## src/rtl/max6675_emulator.sv

```systemverilog
// max6675_emulator: read-only SPI slave that answers a 16-bit MAX6675 read
// with {1'b0, temp[11:0], open_flag, 1'b0, 1'b0}, MSB first, updated on sclk
// falling edges. A free-running conversion timer latches temp_in/open_tc.
// Optional feature macro: MAX6675_EMU_OE_EN adds miso_oe and tri-states miso
// whenever the output is not enabled.
module max6675_emulator #(
    parameter int CONV_CYCLES = 11_000_000,
    parameter int SYNC_STAGES = 2
) (
    input  logic        clk,
    input  logic        rst,
    input  logic        cs,
    input  logic        sclk,
    output logic        miso,
    input  logic [11:0] temp_in,
    input  logic        open_tc,
    output logic        busy,
`ifdef MAX6675_EMU_OE_EN
    output logic        miso_oe,
`endif
    output logic        frame_done
);

    localparam int CNT_W = (CONV_CYCLES > 1) ? $clog2(CONV_CYCLES) : 1;
    localparam logic [CNT_W-1:0] CONV_RELOAD = CNT_W'(CONV_CYCLES - 1);
    localparam logic [CNT_W-1:0] CNT_ZERO    = CNT_W'(0);
    localparam logic [CNT_W-1:0] CNT_ONE     = CNT_W'(1);

    typedef enum logic [1:0] {
        WAIT_CS_HIGH = 2'd0,
        IDLE         = 2'd1,
        SHIFT        = 2'd2
    } state_t;

    // Synchronizers start low so a cs held low through reset is never seen
    // as high; the FSM waits for a genuine high level before arming.
    logic [SYNC_STAGES-1:0] cs_sync_r;
    logic [SYNC_STAGES-1:0] sclk_sync_r;
    logic                   cs_prev_r;
    logic                   sclk_prev_r;
    logic                   cs_sync_s;
    logic                   sclk_sync_s;
    logic                   cs_rise_s;
    logic                   cs_fall_s;
    logic                   sclk_fall_s;

    state_t          state_r, state_s;
    logic [15:0]     shift_r, shift_s;
    logic [4:0]      bit_cnt_r, bit_cnt_s;
    logic            miso_r, miso_s;
    logic            frame_done_r, frame_done_s;
    logic [CNT_W-1:0] cnt_r;
    logic            busy_r;
    logic [12:0]     result_r;          // {temp[11:0], open}
    logic [15:0]     frame_word_s;

    assign cs_sync_s    = cs_sync_r[SYNC_STAGES-1];
    assign sclk_sync_s  = sclk_sync_r[SYNC_STAGES-1];
    assign cs_rise_s    = cs_sync_s & ~cs_prev_r;
    assign cs_fall_s    = ~cs_sync_s & cs_prev_r;
    assign sclk_fall_s  = ~sclk_sync_s & sclk_prev_r;
    assign frame_word_s = {1'b0, result_r, 2'b00};

    // Bring cs/sclk into the clk domain and keep one delayed copy for edges
    always_ff @(posedge clk or posedge rst) begin
        if (rst) begin
            cs_sync_r   <= {SYNC_STAGES{1'b0}};
            sclk_sync_r <= {SYNC_STAGES{1'b0}};
            cs_prev_r   <= 1'b0;
            sclk_prev_r <= 1'b0;
        end else begin
            cs_sync_r   <= {cs_sync_r[SYNC_STAGES-2:0], cs};
            sclk_sync_r <= {sclk_sync_r[SYNC_STAGES-2:0], sclk};
            cs_prev_r   <= cs_sync_s;
            sclk_prev_r <= sclk_sync_s;
        end
    end

    // Conversion timer: runs while busy with cs high, reloads on every cs rise
    always_ff @(posedge clk or posedge rst) begin
        if (rst) begin
            cnt_r    <= CONV_RELOAD;
            busy_r   <= 1'b1;
            result_r <= 13'h0000;
        end else if (cs_rise_s) begin
            cnt_r  <= CONV_RELOAD;
            busy_r <= 1'b1;
        end else if (cs_fall_s) begin
            busy_r <= 1'b0;             // a read aborts any running conversion
        end else if (busy_r && cs_sync_s) begin
            if (cnt_r == CNT_ZERO) begin
                result_r <= {temp_in, open_tc};
                busy_r   <= 1'b0;
            end else begin
                cnt_r <= cnt_r - CNT_ONE;
            end
        end
    end

    // Frame FSM next-state and serializer outputs
    always_comb begin
        state_s      = state_r;
        shift_s      = shift_r;
        bit_cnt_s    = bit_cnt_r;
        miso_s       = 1'b0;
        frame_done_s = 1'b0;
        case (state_r)
            WAIT_CS_HIGH: begin
                if (cs_sync_s) begin
                    state_s = IDLE;
                end else begin
                    state_s = WAIT_CS_HIGH;
                end
            end
            IDLE: begin
                if (cs_fall_s) begin
                    shift_s   = frame_word_s;
                    bit_cnt_s = 5'd0;
                    miso_s    = frame_word_s[15];
                    state_s   = SHIFT;
                end else begin
                    state_s = IDLE;
                end
            end
            SHIFT: begin
                if (cs_rise_s) begin
                    frame_done_s = 1'b1;
                    state_s      = IDLE;
                end else if (sclk_fall_s && (bit_cnt_r < 5'd16)) begin
                    shift_s   = {shift_r[14:0], 1'b0};
                    bit_cnt_s = bit_cnt_r + 5'd1;
                    miso_s    = (bit_cnt_r == 5'd15) ? 1'b0 : shift_r[14];
                end else if (sclk_fall_s) begin
                    miso_s = 1'b0;      // past the 16th bit the line stays low
                end else begin
                    miso_s = miso_r;
                end
            end
            default: begin
                state_s = WAIT_CS_HIGH;
            end
        endcase
    end

    // Frame FSM state and registered serial outputs
    always_ff @(posedge clk or posedge rst) begin
        if (rst) begin
            state_r      <= WAIT_CS_HIGH;
            shift_r      <= 16'h0000;
            bit_cnt_r    <= 5'd0;
            miso_r       <= 1'b0;
            frame_done_r <= 1'b0;
        end else begin
            state_r      <= state_s;
            shift_r      <= shift_s;
            bit_cnt_r    <= bit_cnt_s;
            miso_r       <= miso_s;
            frame_done_r <= frame_done_s;
        end
    end

    assign busy       = busy_r;
    assign frame_done = frame_done_r;

`ifdef MAX6675_EMU_OE_EN
    logic oe_r, oe_s;

    // Output enable: asserted from the frame load until cs is seen high
    always_comb begin
        oe_s = 1'b0;
        if (state_r == IDLE) begin
            oe_s = cs_fall_s;
        end else if (state_r == SHIFT) begin
            oe_s = ~cs_sync_s;
        end else begin
            oe_s = 1'b0;
        end
    end

    // Output-enable register
    always_ff @(posedge clk or posedge rst) begin
        if (rst) begin
            oe_r <= 1'b0;
        end else begin
            oe_r <= oe_s;
        end
    end

    assign miso_oe = oe_r;
    assign miso    = oe_r ? miso_r : 1'bz;
`else
    assign miso = miso_r;
`endif

endmodule
```

## config.mk

```make
export PLATFORM = sky130hd
export DESIGN_NAME = max6675_emulator
export DESIGN_NICKNAME = d
export VERILOG_FILES = /design/src/rtl/max6675_emulator.sv
export SDC_FILE = /design/constraint.sdc
export NUM_CORES = 1
export LEC_CHECK = 0
export ABC_AREA = 1
export CORE_ASPECT_RATIO = 1.5
export CORE_MARGIN = 3
export CORE_UTILIZATION = 60
export DETAILED_ROUTE_END_ITERATION = 12
export PLACE_DENSITY = 0.78
export SETUP_SLACK_MARGIN = 0.2
export SLEW_MARGIN = 20
export SYNTH_ARGS = -nofsm -noshare
export SYNTH_HDL_FRONTEND = slang
export SYNTH_SLANG_ARGS = --single-unit
```

## constraint.sdc

```tcl
create_clock -name clk -period 2.4 [get_ports clk]
set_input_delay 0.36 -clock clk [delete_from_list [all_inputs] [get_ports clk]]
set_output_delay 0.36 -clock clk [all_outputs]
set_load 0.005 [all_outputs]
```

==> results_dict.tcl, run 1 <==
set metrics [dict create \
    status "finished, final reports clean" \
    drc 0 \
    synth_ff_type "dfrtp_1" \
    dp.cells 538 \
    synth_edf_count 0 \
    hold_viol 0 \
    die_x_um 69.2 \
    finalPower_mw 4.03 \
    wl_met3_um 154 \
    synth.avg_cell_area_um2 7.90 \
    insertion_delay_ps 340 \
    place.port_buffers 19 \
    fin_cells 554 \
    synthToLayoutAreaGrowth_pct 13.2 \
    synth_seq_area_share 0.465 \
    start_kind "register" \
    cts.sinks 66 \
    antennaDiodeCount 0 \
    dr.max_layer_used "met4" \
    routed_wl_um 6870 \
    syn_area_mm2 0.00360 \
    core_area_mm2 0.00562 \
    whs_path_depth 0 \
    hold_slack_ps 357 \
    synthArstFlopShare 1.00 \
    setup_slack_ps 553 \
    fill_cells 481 \
    initial_core_util 0.640 \
    path_cells "ha_1 > nor2_1 > inv_1 > nand2_1 > nand2_2 > inv_2 > o21ai_0 > o21a_1" \
    route.detailed.wl_per_inst_um 12.4 \
    rsz0062_at_grt "no" \
    place_congestion 0.853 \
    layout_commonest_cell "nand2_1" \
    fin_util 0.725 \
    postCtsSetupBuffers 0 \
    path_clk_slew_ps 70 \
    met1Wirelength_um 2840 \
    cp.required_ps 2630 \
    cts_resized 0 \
    setup_violations 0 \
    vdd_drop_max_uv 715 \
    critical-path-top-delay-family "flip-flops" \
    pre_cts_ws_ps 592 \
    setup.worst_path.end "bit_cnt_r[0]$_DFFE_PP0P_" \
    hold_buffers 0 \
    cts.htree.levels 3 \
    stdcell_area_mm2 0.00407 \
    drt_iter0_drc 178 \
    syn-num-nets 478 \
    rows 33 \
    maxCapViolations 0 \
    track_usage 0.221 \
    clock_path_buffers 2 \
    arrival_ps 2080 \
    io_pins 20 \
    ys_warn_count 0 \
    ant_nets 0 \
    synth.distinct_cells 33 \
    grt_pass1_wl_um 12400 \
    skew_ps 7.52 \
    fin_nets 502 \
    powerDensity_mw_per_mm2 989 \
    fmax_ghz 0.541 \
    tritoncts "done" \
    worst_setup_path_end_kind "register" \
    hp-class "reg -> reg" \
    cp_slowest_stage_delay_ps 430 \
    timing.final.crit_share 0.770 \
    dieArea_mm2 0.00698 \
    dp_hpwl_um 4950 \
    startpoint "cs_sync_r[1]$_DFF_PP0_" \
    worstMarginPinSlew_ps 619 \
    finalSetupTns_ps 0 \
    fin_crit_ps 1850 \
    worst-path-stages 8 \
    r2r-end "bit_cnt_r[0]$_DFFE_PP0P_" \
    p_leak_nw 1.96 \
    path_max_fanout 30 \
    cp_num_buf_inv 2 \
    grt_overflow_total 0 \
    reg2reg_slack_ps 550 \
    vias 2903 \
    viasPerCell 5.24 \
    placed_cell_area_mm2 0.00384 \
    grt_max_degree 67 \
    maxSlewHeadroom 0.585 \
    path_class "reg -> reg" \
    first_pass_iters 4 \
    die_h_um 101 \
    antenna_found_initial 0 \
    slew_violations 0 \
    grt_pass1_vias 2925 \
    syn_inst 455 \
    clock_tree.root_cell "clkbuf_8" \
    rr_startpoint "cs_sync_r[1]$_DFF_PP0_" \
    route.met2.wl_um 3580 \
    numCtsBuffers 9 \
    rr_worst_depth 8 \
    drive_above_1_share 0.159 \
    slowest_stage "dfrtp_1" \
    most-common-layout-cells "124 x nand2_1, 62 x inv_1, 49 x dfrtp_1, 48 x nor2_1, 24 x nand3_1" \
    ys_ff_latch 66 \
]
[cell families (layout without fill, tap and decap cells)]
family,count (synthesis),after routing,synth area share
XOR/XNOR,7,7,0.0170
flip-flops,66,66,0.465
AND/OR/NAND/NOR,230,230,0.284
AO/OA/AOI/OAI,67,67,0.118
adder cells (fa/ha/maj),6,6,0.0209
buffers and inverters,79,108,0.0953
[Yosys cell counts, types with 2 or more instances]
| master | n | share of area |
|---|---|---|
| inv_1 | 63 | 0.066 |
| buf_4 | 4 | 0.0084 |
| nand4_1 | 10 | 0.017 |
| or2_2 | 3 | 0.0052 |
| o21ai_0 | 21 | 0.029 |
| buf_6 | 4 | 0.013 |
| o21ai_2 | 12 | 0.029 |
| nor2_2 | 6 | 0.010 |
| nand2_2 | 5 | 0.0087 |
| ha_1 | 6 | 0.021 |
| xor2_1 | 7 | 0.017 |
| o21ai_1 | 13 | 0.018 |
| o211ai_1 | 12 | 0.025 |
| inv_2 | 2 | 0.0021 |
| nand3b_1 | 2 | 0.0042 |
| clkbuf_1 | 4 | 0.0042 |
| dfstp_2 | 17 | 0.12 |
| a21oi_1 | 4 | 0.0056 |
| nand3_1 | 24 | 0.033 |
| nand2_1 | 124 | 0.13 |
| nor2_4 | 5 | 0.016 |
| nor2_1 | 48 | 0.050 |
| dfrtp_1 | 49 | 0.34 |
[worst min path at each step]
stage          slack, ps                startpoint                       end
2_1_floorplan        330    cs_sync_r[0]$_DFF_PP0_    cs_sync_r[1]$_DFF_PP0_
3_3_place_gp         340  sclk_sync_r[0]$_DFF_PP0_  sclk_sync_r[1]$_DFF_PP0_
3_5_place_dp         340    cs_sync_r[0]$_DFF_PP0_    cs_sync_r[1]$_DFF_PP0_
4_1_cts              360    cs_sync_r[0]$_DFF_PP0_    cs_sync_r[1]$_DFF_PP0_
5_1_grt              370    cs_sync_r[0]$_DFF_PP0_    cs_sync_r[1]$_DFF_PP0_
6_report             360  sclk_sync_r[0]$_DFF_PP0_  sclk_sync_r[1]$_DFF_PP0_
[state kept, by name (all words and copies together), names as in the netlist]
register and count:
sclk_prev_r 1, cs_sync_r 2, cs_prev_r 1, miso 1, sclk_sync_r 2, result_r 13
bit_cnt_r 5, state_r 2, frame_done 1, shift_r 13, cnt_r 24, busy 1
[routing by layer]
layer / global-route usage / vias up
li1: - / 1492
met1: 0.234 / 1334
met2: 0.414 / 52
met3: 0.0329 / 25
met4: 0.128 / 0
met5: 0 / -
[cell type report]
| type | instances | area, um2 | area share |
|---|---|---|---|
| multi-input cells | 310 | 1580 | 0.388 |
| repair buffers | 26 | 255 | 0.0627 |
| well taps | 70 | 87.6 | 0.0215 |
| clock inverters | 6 | 88.8 | 0.0218 |
| flip-flops and latches | 66 | 1670 | 0.411 |
| clock buffers | 10 | 138 | 0.0338 |
| inverters | 66 | 248 | 0.0609 |
[power breakdown]
group          internal [mW]  total [mW]  leakage [nW]  switching (mW)
Clock                  0.615        1.05         0.109           0.438
Combinational          0.452        1.25          1.10           0.795
Sequential              1.48        1.73         0.751           0.243
(Power assumes the default switching activity.)
==> run 2, diff against run 1 <==
==> constraint.sdc (replaced) <==
create_clock -name clk -period 1.85 [get_ports clk]
set_input_delay 0.2775 -clock clk [delete_from_list [all_inputs] [get_ports clk]]
set_output_delay 0.2775 -clock clk [all_outputs]
set_load 0.005 [all_outputs]
==> results_dict.tcl, run 2 (synthesis gave the netlist of run 1 again) <==
set metrics [dict create \
    cp.required_ps 2080 \
    drive_above_1_share 0.288 \
    place.port_buffers 19 \
    vias 3389 \
    core_area_mm2 0.00562 \
    hold_slack_ps 354 \
    die_x_um 69.2 \
    track_usage 0.234 \
    path_max_fanout 5 \
    most-common-layout-cells "106 x nand2_1, 56 x inv_1, 44 x dfrtp_1, 41 x nor2_1, 23 x nand3_1" \
    numCtsBuffers 9 \
    initial_core_util 0.640 \
    powerDensity_mw_per_mm2 1250 \
    path_class "reg -> reg" \
    reg2reg_slack_ps 100 \
    worstMarginPinSlew_ps 348 \
    fin_nets 528 \
    hold_buffers 0 \
    synthToLayoutAreaGrowth_pct 27.9 \
    routed_wl_um 9860 \
    pre_cts_ws_ps 136 \
    vdd_drop_max_uv 669 \
    insertion_delay_ps 350 \
    route.detailed.wl_per_inst_um 17.0 \
    antenna_found_initial 0 \
    arrival_ps 1980 \
    rr_worst_depth 9 \
    fill_cells 364 \
    dieArea_mm2 0.00698 \
    dp.cells 544 \
    setup_violations 0 \
    cts.sinks 66 \
    fmax_ghz 0.572 \
    clock_path_buffers 2 \
    largest_reg_flops 24 \
    hold_viol 0 \
    grt_overflow_total 0 \
    path_clk_slew_ps 70 \
    antennaDiodeCount 0 \
    maxCapViolations 0 \
    drc 0 \
    first_pass_iters 8 \
    grt_pass1_vias 2948 \
    min_from "sclk_sync_r[0]$_DFF_PP0_" \
    setup_slack_ps 102 \
    top_regs "cnt_r (24), result_r (13), shift_r (13)" \
    dp_hpwl_um 5140 \
    viasPerCell 5.84 \
    cts.htree.levels 3 \
    ant_nets 0 \
    fin_crit_ps 1750 \
    rows 33 \
    status "finished, final reports clean" \
    maxSlewHeadroom 0.768 \
    hp-class "reg -> reg" \
    top_register "cnt_r" \
    fin_cells 580 \
    io_pins 20 \
    p_leak_nw 2.14 \
    slew_violations 0 \
    timing.final.crit_share 0.945 \
    rsz0062_at_grt "yes" \
    grt_pass1_wl_um 12900 \
    die_h_um 101 \
    r2r-end "cnt_r[10]$_DFFE_PP0P_" \
    grt_max_degree 67 \
    whs_path_depth 0 \
    clock_tree.root_cell "clkbuf_8" \
    start_kind "register" \
    finalSetupTns_ps 0 \
    rr_startpoint "cnt_r[0]$_DFFE_PP1P_" \
    layout_commonest_cell "nand2_1" \
    skew_ps 7.78 \
    place_congestion 0.896 \
    tritoncts "done" \
    worst_setup_path_end_kind "register" \
    drt_iter0_drc 309 \
    whs_endpoint "sclk_sync_r[1]$_DFF_PP0_" \
]
## run 2: cell types whose count changed in the layout (fill, tap and decap cells not counted), moves of 6 or more
cell / previous run / this run
nand2_1: 124 / 106
nor2_1: 48 / 41
inv_1: 62 / 56
buf_4: 6 / 17
nand2_2: 5 / 18
## run 2: timing repair
action,in CTS,in global routing
setup endpoints to repair,36,53
setup buffers,2,8
gates cloned,1,9
resized for setup,4,66
pin swaps,0,17
## run 2: worst max-delay path by stage
stage | startpoint | endpoint | cells past startpoint
after floorplan | cnt_r[0]$_DFFE_PP1P_ | cnt_r[9]$_DFFE_PP0P_ | 9
after global placement | cnt_r[9]$_DFFE_PP0P_ | result_r[0]$_DFFE_PP0P_ | 8
after detailed placement | cnt_r[19]$_DFFE_PP0P_ | result_r[0]$_DFFE_PP0P_ | 8
after CTS | state_r[0]$_DFFE_PP0P_ | bit_cnt_r[0]$_DFFE_PP0P_ | 10
after global routing | cnt_r[0]$_DFFE_PP1P_ | cnt_r[10]$_DFFE_PP0P_ | 9
final | cnt_r[0]$_DFFE_PP1P_ | cnt_r[10]$_DFFE_PP0P_ | 9
## run 2: metrics by stage
stage	power, mW	util	instance area, um2
after floorplan	3.47	-	3600
after global placement	3.86	0.698	3920
after detailed placement	3.94	0.698	3920
after CTS	5.21	0.741	4160
after global routing	6.07	0.819	4600
final	5.77	0.819	4600
## run 2: power by group
part	switching, mW	internal, mW	total [mW]
Clock	0.577	0.666	1.24
Sequential	0.384	1.93	2.32
Combinational	1.34	0.864	2.21
## run 2: worst max-delay path: stages, from the launching register on
cell     delay, ps
dfstp_2        570
inv_4           50
ha_1           270
nand2_2        150
nor2_2          80
nand2_1         90
xor2_1         190
nor2_1          80
nand2_1         90
nand2_1         60
## run 2: routing by layer
metal,wire (um),part of all wire,GRT usage,up-vias
li1,-,-,-,1550
met1,3480,0.35,0.250,1628
met2,5210,0.53,0.432,151
met3,454,0.046,0.0409,60
met4,718,0.073,0.135,0
met5,0,0,0,-
## run 2: cell type report
cell class / count / area, um2 / area share
clock buffer: 11 / 141 / 0.0307
sequential: 66 / 1680 / 0.365
inverter: 66 / 263 / 0.0571
multi-input combinational: 313 / 1810 / 0.394
tap: 70 / 87.6 / 0.0190
timing repair buffer: 49 / 553 / 0.120
clock inverter: 5 / 62.6 / 0.0136
==> run 3, diff against run 2 <==
--- a/config.mk
+++ b/config.mk
@@ -5,12 +5,11 @@
 export SDC_FILE = /design/constraint.sdc
 export NUM_CORES = 1
 export LEC_CHECK = 0
-export ABC_AREA = 1
 export CORE_ASPECT_RATIO = 1.5
 export CORE_MARGIN = 3
-export CORE_UTILIZATION = 60
+export CORE_UTILIZATION = 59
 export DETAILED_ROUTE_END_ITERATION = 12
-export PLACE_DENSITY = 0.78
+export PLACE_DENSITY = 0.77
 export SETUP_SLACK_MARGIN = 0.2
 export SLEW_MARGIN = 20
 export SYNTH_ARGS = -nofsm -noshare
==> constraint.sdc (replaced) <==
create_clock -name clk -period 2 [get_ports clk]
set_input_delay 0.3 -clock clk [delete_from_list [all_inputs] [get_ports clk]]
set_output_delay 0.3 -clock clk [all_outputs]
set_load 0.005 [all_outputs]
==> results_dict.tcl, run 3 <==
set metrics [dict create \
    top_register "cnt_r" \
    maxSlewHeadroom 0.674 \
    critical-path-top-delay-family "simple AND/OR/NAND/NOR gates" \
    slowest_stage "or4_4" \
    whs_endpoint "cs_sync_r[1]$_DFF_PP0_" \
    p_switching_mw 1.51 \
    fill_cells 196 \
    ant_nets 0 \
    initial_core_util 0.619 \
    path_class "reg -> reg" \
    arrival_ps 2610 \
    cp_slowest_stage_delay_ps 530 \
    slew_violations 0 \
    synthToLayoutAreaGrowth_pct 46.7 \
    setup_violations 38 \
    clock_tree.root_cell "clkbuf_8" \
    track_usage 0.324 \
    clockPowerShare 0.271 \
    cts.htree.levels 3 \
    synth_common_cells "49 x dfrtp_1, 32 x nand2_1, 22 x nor2_1" \
    rsz0062_at_grt "yes" \
    synth_seq_area_share 0.519 \
    dp.cells 424 \
    grt_overflow_total 0 \
    tritoncts "done" \
    switching_share 0.342 \
    layout_commonest_cell "buf_4" \
    p_int_mw 2.91 \
    cp_num_buf_inv 4 \
    fin_nets 406 \
    most-common-layout-cells "50 x buf_4, 48 x dfrtp_1, 19 x nor2_1, 18 x nand2_1, 18 x clkdlybuf4s50_1" \
    hold_viol 0 \
    worst_setup_path_end_kind "register" \
    first_pass_iters 6 \
    worstMarginPinSlew_ps 475 \
    routed_wl_um 11900 \
    io_pins 20 \
    status "finished with violations" \
    r2r-end "cnt_r[3]$_DFFE_PP1P_" \
    antennaDiodeCount 0 \
    synth_ff_type "dfrtp_1" \
    synth.avg_cell_area_um2 10.8 \
    place.port_buffers 19 \
    skew_ps 7.67 \
    rows 32 \
    path_cells "or4_4 > buf_4 > buf_6 > buf_4 > nor2_4 > nand4_1 > buf_6 > and3_1 > o21ai_1" \
    reg2reg_slack_ps -350 \
    route.met2.wl_um 6150 \
    vdd_drop_max_uv 1030 \
    setup_slack_ps -347 \
    antenna_found_initial 0 \
    finalSetupTns_ps -8000 \
    ys_warn_count 0 \
    drc 0 \
    dieArea_mm2 0.00640 \
    synthArstFlopShare 1.00 \
    syn_area_mm2 0.00322 \
    fin_cells 455 \
    pre_cts_ws_ps -175 \
    drt_iter0_drc 463 \
    die_x_um 66.3 \
    hold_buffers 0 \
    route.detailed.wl_per_inst_um 26.1 \
    top_regs "cnt_r (24), result_r (13), shift_r (13)" \
    rr_startpoint "cnt_r[16]$_DFFE_PP1P_" \
    path_clk_slew_ps 70 \
    powerDensity_mw_per_mm2 935 \
    numCtsBuffers 9 \
    drive_above_1_share 0.475 \
    syn-num-nets 320 \
    violations "setup timing" \
    grt_pass1_wl_um 15000 \
    maxCapViolations 0 \
    cp.required_ps 2260 \
    synthTopCellsByArea "dfrtp_1 38%, dfstp_2 14%, mux2i_1 5.0%" \
    timing.final.crit_share 1.17 \
    synth.top_cell.area_share 0.381 \
    fmax_ghz 0.426 \
    met1Wirelength_um 4050 \
    synth_edf_count 0 \
    combPwrFrac 0.309 \
    netlist.top_cell.by_area "dfrtp_1" \
    grt_max_degree 67 \
    largest_reg_flops 24 \
    hp-class "reg -> reg" \
    insertion_delay_ps 350 \
    syn_inst 297 \
    die_h_um 96.5 \
    start_kind "register" \
    ys_ff_latch 66 \
    dr.max_layer_used "met4" \
    viasPerCell 6.80 \
    wl_met3_um 789 \
    fin_crit_ps 2350 \
    path_max_fanout 10 \
    core_area_mm2 0.00520 \
    fin_util 0.907 \
    rr_worst_depth 9 \
    min_from "cs_sync_r[0]$_DFF_PP0_" \
    dp_hpwl_um 5080 \
    place_congestion 0.896 \
    grt_pass1_vias 3010 \
    clock_path_buffers 2 \
    whs_path_depth 0 \
    cts.sinks 66 \
    yosysMostFrequentCell "dfrtp_1" \
    synth.distinct_cells 52 \
    vias 3094 \
    p_leak_nw 2.10 \
    seqPwrFrac 0.420 \
]
[run 3: changes by cell type in the layout (fill, tap and decap cells not counted), sizes merged, moves of 16 or more]
cell	previous run	this run
nor2	59	22
nand3	29	7
mux2i	0	16
o21ai	46	18
buf	26	66
nand2	129	32
inv	64	10
[run 3: worst max path at each step]
stage,from,to,slack (ps),cells past startpoint
2_1_floorplan,cnt_r[16]$_DFFE_PP1P_,result_r[0]$_DFFE_PP0P_,-120,6
3_3_place_gp,cnt_r[0]$_DFFE_PP1P_,cnt_r[4]$_DFFE_PP1P_,-170,9
3_5_place_dp,cnt_r[0]$_DFFE_PP1P_,cnt_r[4]$_DFFE_PP1P_,-170,9
4_1_cts,cnt_r[16]$_DFFE_PP1P_,result_r[6]$_DFFE_PP0P_,-170,6
5_1_grt,cnt_r[16]$_DFFE_PP1P_,cnt_r[3]$_DFFE_PP1P_,-430,9
6_report,cnt_r[16]$_DFFE_PP1P_,cnt_r[3]$_DFFE_PP1P_,-350,9
[run 3: kinds of logic after synthesis]
family | count (synthesis) | synth area share
flops | 66 | 0.519
compound gates | 56 | 0.109
fa+ha+maj | 6 | 0.0233
buf+inv | 21 | 0.0268
mux | 29 | 0.107
simple gates | 112 | 0.196
xor+xnor | 7 | 0.0190
[run 3: power by group through the flow]
stage / Sequential [mW] / Combinational (mW) / Clock (mW)
final: 1.85 / 1.36 / 1.20
after global routing: 1.86 / 1.44 / 1.24
after CTS: 1.77 / 1.05 / 1.17
after detailed placement: 1.75 / 0.756 / 0
after global placement: 1.74 / 0.728 / 0
after floorplan: 1.73 / 0.483 / 0
[run 3: worst reg2reg max path, stage by stage, from the launching register on]
cell     delay [ps]
dfstp_2         380
or4_4           530
buf_4           150
buf_6           120
buf_4           150
nor2_4           80
nand4_1         230
buf_6           230
and3_1          180
o21ai_1         190
[run 3: metrics by stage]
step                      cell area [um2]  hold WS, ps  power, mW
after floorplan                      3270          331       2.21
after global placement               3860          333       2.47
after detailed placement             3860          335       2.51
after CTS                            4410          350       3.99
after global routing                 4720          354       4.54
final                                4720          348       4.41
[run 3: what timing repair did]
| action | 4_1_cts | 5_1_grt |
|---|---|---|
| gates cloned | 3 | 0 |
| pin swaps | 23 | 27 |
| buffers inserted | 4 | 9 |
| setup endpoints to repair | 57 | 56 |
| resized for setup | 70 | 52 |
[run 3: layout make-up]
class                      count  area [um2]  share of cell area
tap                           68        85.1              0.0180
multi-input combinational    210        1890               0.399
timing repair buffer          85         828               0.175
clock buffer                  13         169              0.0358
clock inverter                 2        35.0             0.00742
inverter                      11        45.0             0.00954
sequential                    66        1670               0.354
[run 3: metal layers]
| metal | vias up | track usage |
|---|---|---|
| li1 | 1257 | - |
| met1 | 1512 | 0.331 |
| met2 | 234 | 0.609 |
| met3 | 91 | 0.0660 |
| met4 | 0 | 0.163 |
| met5 | - | 0 |
